$ cat src/rtl/dp_ram_be_clr.sv
// dp_ram_be_clr: simple dual-port RAM (one write port, one read port, one clock).
// Features: byte-enable writes, 1- or 2-clock read latency with a valid strobe,
// write-first forwarding on address collision, and a clear engine that zeroes
// the array after reset and on a clr pulse.
// Optional feature macro: RAM_PARITY_EN (per-lane even parity, rd_perr on mismatch).
module dp_ram_be_clr #(
   parameter int unsigned WIDTH  = 8,
   parameter int unsigned DEPTH  = 16,
   parameter int unsigned ADDR   = 4,
   parameter int unsigned RD_LAT = 1
) (
   input  logic                  clk,
   input  logic                  rst_n,
   input  logic                  clr,
   output logic                  busy,
   input  logic                  we,
   input  logic [ADDR-1:0]       wr_addr,
   input  logic [WIDTH-1:0]      wr_data,
   input  logic [WIDTH/8-1:0]    wr_be,
   input  logic                  re,
   input  logic [ADDR-1:0]       rd_addr,
   output logic [WIDTH-1:0]      d_out,
   output logic                  rd_valid,
   output logic                  rd_perr
);

   localparam int unsigned BE_W    = WIDTH / 8;
   localparam logic [ADDR:0] DEPTH_C = (ADDR+1)'(DEPTH);
   localparam logic [ADDR-1:0] LAST_C = ADDR'(DEPTH - 1);

   typedef enum logic {
      S_CLEAR = 1'b0,
      S_IDLE  = 1'b1
   } state_t;

   state_t              r_state;
   logic [ADDR-1:0]     r_ptr;
   logic [WIDTH-1:0]    r_mem [DEPTH];
`ifdef RAM_PARITY_EN
   logic [BE_W-1:0]     mem_par [DEPTH];
   logic [BE_W-1:0]     w_par_st;
`endif

   logic                w_idle;
   logic                w_wr_inr;
   logic                w_rd_inr;
   logic                w_wr_ok;
   logic                w_rd_ok;
   logic                w_fwd;
   logic [WIDTH-1:0]    w_rd_data;
   logic                w_rd_perr;

   assign w_idle   = (r_state == S_IDLE);
   assign w_wr_inr = ({1'b0, wr_addr} < DEPTH_C);
   assign w_rd_inr = ({1'b0, rd_addr} < DEPTH_C);
   assign w_wr_ok  = w_idle & we & w_wr_inr;
   assign w_rd_ok  = w_idle & re;
   assign w_fwd    = w_wr_ok & (wr_addr == rd_addr);

   // Clear sequencer: sweeps the pointer over the array, then idles until clr
   always_ff @(posedge clk or negedge rst_n) begin
      if (!rst_n) begin
         r_state <= S_CLEAR;
         r_ptr   <= '0;
         busy    <= 1'b1;
      end else if (r_state == S_CLEAR) begin
         if (r_ptr == LAST_C) begin
            r_state <= S_IDLE;
            r_ptr   <= '0;
            busy    <= 1'b0;
         end else begin
            r_ptr   <= r_ptr + 1'b1;
         end
      end else if (clr) begin
         r_state <= S_CLEAR;
         r_ptr   <= '0;
         busy    <= 1'b1;
      end
   end

   // Array update: clear sweep while busy, otherwise byte-lane writes
   always_ff @(posedge clk) begin
      if (!w_idle) begin
         r_mem[r_ptr] <= '0;
`ifdef RAM_PARITY_EN
         mem_par[r_ptr] <= '0;
`endif
      end else if (w_wr_ok) begin
         for (int k = 0; k < int'(BE_W); k++) begin
            if (wr_be[k]) begin
               r_mem[wr_addr][8*k +: 8] <= wr_data[8*k +: 8];
`ifdef RAM_PARITY_EN
               mem_par[wr_addr][k] <= ^wr_data[8*k +: 8];
`endif
            end
         end
      end
   end

   // Read lookup with write-first forwarding of the enabled lanes
   always_comb begin
      w_rd_data = '0;
      w_rd_perr = 1'b0;
`ifdef RAM_PARITY_EN
      w_par_st  = '0;
`endif
      if (w_rd_inr) begin
         w_rd_data = r_mem[rd_addr];
`ifdef RAM_PARITY_EN
         w_par_st  = mem_par[rd_addr];
`endif
         for (int k = 0; k < int'(BE_W); k++) begin
            if (w_fwd && wr_be[k]) begin
               w_rd_data[8*k +: 8] = wr_data[8*k +: 8];
`ifdef RAM_PARITY_EN
               w_par_st[k] = ^wr_data[8*k +: 8];
`endif
            end
         end
`ifdef RAM_PARITY_EN
         for (int k = 0; k < int'(BE_W); k++) begin
            if ((^w_rd_data[8*k +: 8]) != w_par_st[k]) begin
               w_rd_perr = 1'b1;
            end
         end
`endif
      end
   end

   generate
      if (RD_LAT == 2) begin : g_lat2
         logic [WIDTH-1:0] r_p1_data;
         logic             r_p1_vld;
         logic             r_p1_perr;

         // Two-stage read pipeline; d_out holds between completions
         always_ff @(posedge clk or negedge rst_n) begin
            if (!rst_n) begin
               r_p1_data <= '0;
               r_p1_vld  <= 1'b0;
               r_p1_perr <= 1'b0;
               d_out     <= '0;
               rd_valid  <= 1'b0;
               rd_perr   <= 1'b0;
            end else begin
               r_p1_vld <= w_rd_ok;
               if (w_rd_ok) begin
                  r_p1_data <= w_rd_data;
                  r_p1_perr <= w_rd_perr;
               end
               rd_valid <= r_p1_vld;
               rd_perr  <= r_p1_vld & r_p1_perr;
               if (r_p1_vld) begin
                  d_out <= r_p1_data;
               end
            end
         end
      end else begin : g_lat1
         // Single-stage read register; d_out holds between completions
         always_ff @(posedge clk or negedge rst_n) begin
            if (!rst_n) begin
               d_out    <= '0;
               rd_valid <= 1'b0;
               rd_perr  <= 1'b0;
            end else begin
               rd_valid <= w_rd_ok;
               rd_perr  <= w_rd_ok & w_rd_perr;
               if (w_rd_ok) begin
                  d_out <= w_rd_data;
               end
            end
         end
      end
   endgenerate

endmodule
$ cat config.mk
export PLATFORM = sky130hd
export DESIGN_NAME = dp_ram_be_clr
export DESIGN_NICKNAME = d
export VERILOG_FILES = /design/src/rtl/dp_ram_be_clr.sv
export SDC_FILE = /design/constraint.sdc
export NUM_CORES = 1
export LEC_CHECK = 0
export CAP_MARGIN = 20
export CORE_MARGIN = 2
export CORE_UTILIZATION = 40
export CTS_CLUSTER_DIAMETER = 200
export DETAILED_ROUTE_END_ITERATION = 8
export GPL_TIMING_DRIVEN = 0
export PLACE_DENSITY_LB_ADDON = 0.08
export SKIP_CTS_REPAIR_TIMING = 1
export SLEW_MARGIN = 40
export SYNTH_ARGS = -nofsm -noshare
export SYNTH_HDL_FRONTEND = slang
export SYNTH_SLANG_ARGS = --single-unit
$ cat constraint.sdc
create_clock -name clk -period 2.4 [get_ports clk]
set_input_delay 0.24 -clock clk [delete_from_list [all_inputs] [get_ports clk]]
set_output_delay 0.24 -clock clk [all_outputs]
set_load 0.01 [all_outputs]
# After elaboration in Yosys (flattened, before gate mapping)
# Memory sizes are Yosys's and may differ from the RTL's. A register that Yosys moved wholly into a read port is not among the register bits.
# Index checks and enable logic that the tools add are counted.
# op_classes
addsub	1
n_mul	0
div	0
magnitude_cmp	0
n_eq_ne	2
n_shift	0
muxes	17
n_bitwise	2
reduce_logical	4
# op_table
op	count
two-way mux 4 bit	4
two-way mux 1 bit	12
two-way mux 8 bit	1
OR reduction 8 bit	1
adder 4 x 1 -> 4 bit, second input constant	1
equality test 4 bit, second input constant	1
bitwise AND 1 bit	2
inequality test 2 bit, second input constant	1
AND reduction 2 bit	1
nonzero test 2 bit	1
zero test 1 bit	1
# word_totals
register_bits	7
latch_bits	0
mem_bits_rw	128
romBits	0
input_bits	22
output_inout_bits	11
elab_cells	31
memories	1
# memory_table
memory	depth	width	read_ports	rd_ports_with_merged_regs	write_ports	line	rtl
r_mem	16	8	1	1	1	38	logic [WIDTH-1:0] r_mem [DEPTH];

# Longest topological paths before layout
# Gate-level depths: netlist of the first run.
# logic_depth
ltp_word	6
ltp_mapped	7
depth_no_buf	5

# Worst setup path before layout of the first run
# OpenSTA, ideal clock, no wires.
# synth_path
path_kind	reg2reg
start	register r_state
end	memory r_mem[1][0] (enable)
setup_ns	0.370
arrival_ns	1.418
required_ns	2.030
slack_ns	0.612
path_stages_with_launch	7
path_buffers	2
period_less_slack_ns	1.788
cell_sequence	dfrtp_1 -> and3_1 -> buf_6 -> buf_2 -> nor3_1 -> a31oi_1 -> nor2_1
# synth_between
elab_chain_cells	6
word_cells_on_any_way	8
classes_between	mux (6); bitwise (1); reduce/logical (1)
# synth_lines
element	line	rtl
start: declaration	36	state_t r_state;
start signal: assignment	63	r_state <= S_CLEAR;
start signal: assignment	68	r_state <= S_IDLE;
start signal: assignment	75	r_state <= S_CLEAR;
bitwise AND 1 bit	56	assign w_wr_ok = w_idle & we & w_wr_inr;
two-way mux 1 bit	88	end else if (w_wr_ok) begin
two-way mux 1 bit	83	if (!w_idle) begin
two-way mux 1 bit (implied by the code)	91	r_mem[wr_addr][8*k +: 8] <= wr_data[8*k +: 8];
OR reduction 8 bit (no source line)	--	
two-way mux 4 bit (no source line) or two-way mux 1 bit (tied branches)	--	
end: declaration	38	
# Several ways; a longest one is shown, not always the timed one.

# Final worst setup path of the first run
# layout_path
start	input port we
end	memory r_mem[10][6] (enable)
# layout_between
elab_chain_cells	6
word_cells_on_any_way	7
classes_between	mux (5); bitwise (1); reduce/logical (1)
# layout_lines
element	line	rtl
start: declaration	16	input logic we,
bitwise AND 1 bit *	56	
two-way mux 1 bit *	88	
two-way mux 1 bit *	83	
two-way mux 1 bit (implied by the code) *	91	
OR reduction 8 bit (no source line)	--	
two-way mux 4 bit (no source line) or two-way mux 1 bit (tied branches)	--	
# Mark *: on every way between the ends. The rest lies on a longest branch, timed or not.

==> results.txt, run 1 <==
----------------------------------------------------
[Run status]
  Outcome ... finished clean

[Floorplanning]
  Floorplan die area ... 16070 sq um
  Die Span X ... 126.8 microns
  Area of the core ... 14640 sq um
  Core Rows ... 44
  Top-level I/O count ... 33
  Starting Density ... 41.17%
  Vertical die dimension ... 126.8 microns

[Critical path]
  Peak fanout along the critical path ... 10
  Worst EP required ... 2440 ps
  Crit Path Category ... primary input to register
  Worst-case register-to-register setup slack ... 170 ps
  Reg2Reg Capture Point ... r_mem[1][6]
  Kind of capture point of the worst setup path ... register
  Worst Reg-to-Reg Cells ... 6
  Worst reg2reg path startpoint ... r_state
  CP arrival ... 2280 ps
  Startpoint class of the critical path ... primary input

[Logic synthesis]
  Yosys warnings ... 0
  Sequential cell area fraction in the yosys report ... 69.99%
  Post-synthesis instance area ... 6030 sq um
  Number of different library cells in the post-synthesis netlist ... 42
  Syn nets ... 366
  Share of synthesized registers carrying an async set or reset ... 10.49%
  Number of standard cells after synthesis ... 343
  Number of enable-type register cells in the synthesized netlist ... 128
  Seq cells post-synth ... 143
  Top flip-flop cell by instance count after synthesis ... edfxtp_1
  Post-synthesis average cell area ... 17.58 sq um

[STA]
  Final critical-path setup slack ... 159.7 ps
  Min Hold Slack ... 285.0 ps
  Setup-violating endpoint count in the final report ... 0
  Highest attainable clock frequency ... 446.4 MHz
  Count of pins over their slew limit ... 0
  RSZ-0062 raised after global routing ... false
  Transition time of the tightest slew-check pin ... 838.7 ps
  Post-layout min period ... 2240 ps
  Total count of hold-check failures in the final report ... 0
  Largest clock skew in the final design ... 10.63 ps
  Tcrit/Tclk final ... 93.35%
  Max_slew headroom ... 43.88%

[Route]
  Initial DRC Count ... 256
  Count of vias placed by the detailed router ... 3245
  Per-cell via count in the routed design ... 5.500
  Count of unresolved DRC violations after routing ... 0
  First drt pass iteration count ... 4
  Total Wirelength ... 13780 microns
  DR WL/cell ... 23.35 microns
  Number of nets with antenna violations after detailed routing ... 0

[Clocking]
  CTS tree ... built
  CTS Root Buffer Type ... clkbuf_16
  Clock latency of the later-clocked register in the worst-skew pair ... 420 ps
  Cts bufs inserted ... 17
  Buffer depth of the longest clock path ... 2
  CTS clock-pin slew for the worst setup and hold paths ... 60 ps
  Sinks on Clock Net ... 143
  H-tree level count ... 4

[Placed design]
  Worst setup timing slack at the placement stage ... -255.1 ps
  Total placed cells including tap cells ... 556
  Post-detailed-placement half-perimeter wirelength ... 8979 microns
  Placer Congestion ... 0.9007
  Count of input and output buffers ... 29

[Cells and area]
  Fraction of final layout cells sized beyond drive strength 1 ... 25.43%
  Number of standard cells in the layout, taps in and fillers out ... 590
  Relative area change from synthesis to final layout ... 18.49%
  Final net count ... 415

[Power and ir drop]
  Fraction of power consumed by combinational cells ... 21.5%
  Pwr Density ... 1042 nW/um^2
  Sw Share ... 29.92%
  Fraction of power consumed by sequential logic ... 45.2%
  Sw Pwr ... 2.228 mW
  Clock share of power ... 33.3%
  Leak ... 2.482 nW
  Worst vdd ir ... 0.5369 mV
  Internal Power ... 5.219 mW

[GRT]
  Initial antenna violation count ... 0
  GRT Util Overall ... 18.32%
  Pin count of the biggest net entering global routing ... 18
  Vias in the first global route ... 3359
  First-pass GRT wire length ... 21060 microns
  Total gr overflow ... 0

[Job]
  Max-capacitance violation count ... 0

[Hold path]
  Hold WC Path Type ... primary input to asynchronous set/reset pin

----------------------------------------------------
==> synthesized netlist by cell type (8+ instances only) <==
cell type / count / area (sq um)
nor2_1: 21 / 78.83
a21oi_1: 11 / 55.05
buf_2: 8 / 40.04
dfrtp_1: 14 / 350.3
mux2i_1: 18 / 180.2
mux4_2: 32 / 720.7
edfxtp_1: 128 / 3844
and2_1: 8 / 50.05
nand2_1: 28 / 105.1
==> state kept, by name, summed over array words and instances, names as in the netlist <==
name      count
busy          1
d_out         8
r_mem       128
r_ptr         4
r_state       1
rd_valid      1
==> cells in the final DEF (no fill, tap or decap), types with 2 or more instances in the layout <==
cell type | netlist | final
a21oi_1 | 11 | 11
a22oi_1 | 2 | 2
a31oi_1 | 3 | 3
a32oi_1 | 2 | 2
and2_1 | 8 | 6
and2_2 | 0 | 2
and3_1 | 3 | 3
buf_2 | 8 | 9
buf_4 | 3 | 3
buf_6 | 2 | 2
clkbuf_1 | 7 | 7
clkbuf_16 | 0 | 17
clkdlybuf4s50_1 | 0 | 28
clkinv_4 | 0 | 2
dfrtp_1 | 14 | 14
edfxtp_1 | 128 | 128
inv_1 | 7 | 7
inv_6 | 0 | 7
inv_8 | 0 | 4
mux2i_1 | 18 | 18
mux4_2 | 32 | 32
nand2_1 | 28 | 28
nand3_1 | 3 | 3
nor2_1 | 21 | 12
nor2_2 | 0 | 9
nor3_1 | 2 | 2
o211ai_1 | 7 | 7
o211ai_2 | 7 | 7
o21ai_0 | 2 | 2
o22ai_1 | 2 | 2
o2bb2ai_1 | 3 | 3
o31ai_1 | 2 | 2
xor2_1 | 2 | 2
==> routing by layer <==
metal  up-vias  track usage, %  routed length [microns]
met3        17           3.965                      660
met2        77           26.74                     6007
met4         0           7.111                      323
met5         -               0                        0
met1      1683           27.10                     6787
li1       1468               -                        -
==> per-stage QoR <==
| step | setup TNS (ps) | utilization (%) | power, mW | cell area (sq um) |
|---|---|---|---|---|
| final | 0 | 48.79 | 7.447 | 7144 |
| after global routing | 0 | 48.77 | 7.808 | 7142 |
| after CTS | 0 | 48.58 | 7.497 | 7114 |
| after detailed placement | -20150 | 44.75 | 5.002 | 6553 |
| after global placement | -20780 | 44.73 | 4.971 | 6550 |
| after floorplan | 0 | - | 4.389 | 6030 |
==> area by class of cell <==
| cell class | instances | area (sq um) |
|---|---|---|
| diodes | 1 | 2.502 |
| plain buffers | 20 | 111.4 |
| clock buffers | 17 | 425.4 |
| clock inverters | 15 | 136.4 |
| fillers | 1225 | 7500 |
| inverters | 8 | 30.03 |
| multi-input cells | 172 | 1693 |
| flip-flops and latches | 143 | 4220 |
| well taps | 184 | 230.2 |
| repair buffers | 30 | 295.3 |
==> logic make-up after synthesis <==
kind of cell	synth area share (%)
adders and majority gates	0.2075
other	0.06219
buffers and inverters	2.345
muxes	14.94
and+or+nand+nor	5.250
DFF	69.99
xor gates and xnor gates	0.4359
AOI/OAI and AO/OA	6.765
==> how the worst max path moves through the flow <==
stage	start	endpoint	depth (start not counted)
final	we	r_mem[10][6]	6
after global routing	r_state	r_mem[1][6]	6
after CTS	r_state	r_mem[9][7]	6
after detailed placement	we	r_mem[10][4]	6
after global placement	we	r_mem[5][7]	6
after floorplan	r_state	r_mem[1][0]	6
==> critical path: stages <==
cell and delay [ps]:
clkdlybuf4s50_1 550, and3_1 200, buf_6 130, buf_2 190
a31oi_1 240, nor2_1 710
==> power groups by stage <==
| stage | registers, mW | logic (mW) | clock network, mW |
|---|---|---|---|
| 6_report | 3.36 | 1.60 | 2.48 |
| 5_1_grt | 3.41 | 1.75 | 2.65 |
| 4_1_cts | 3.37 | 1.59 | 2.54 |
| 3_5_place_dp | 3.42 | 1.59 | 0 |
| 3_3_place_gp | 3.40 | 1.57 | 0 |
| 2_1_floorplan | 3.41 | 0.983 | 0 |
Power figures use the tool's default switching activity.
==> inputs of run 2 (changes only) <==
==> constraint.sdc (replaced) <==
create_clock -name clk -period 2.79 [get_ports clk]
set_input_delay 0.279 -clock clk [delete_from_list [all_inputs] [get_ports clk]]
set_output_delay 0.279 -clock clk [all_outputs]
set_load 0.01 [all_outputs]
==> results of run 2 <==
The final DEF is identical to that of run 1. Status: finished clean.
Main changes from that run: setup slack after placement -255.1 ps -> 95.94 ps; setup slack after layout 159.7 ps -> 510.7 ps; hold slack 285.0 ps -> 324.0 ps; register-to-register setup slack 170 ps -> 560 ps; total power 7.447 mW -> 6.406 mW; worst IR drop on VDD 0.5369 mV -> 0.4618 mV
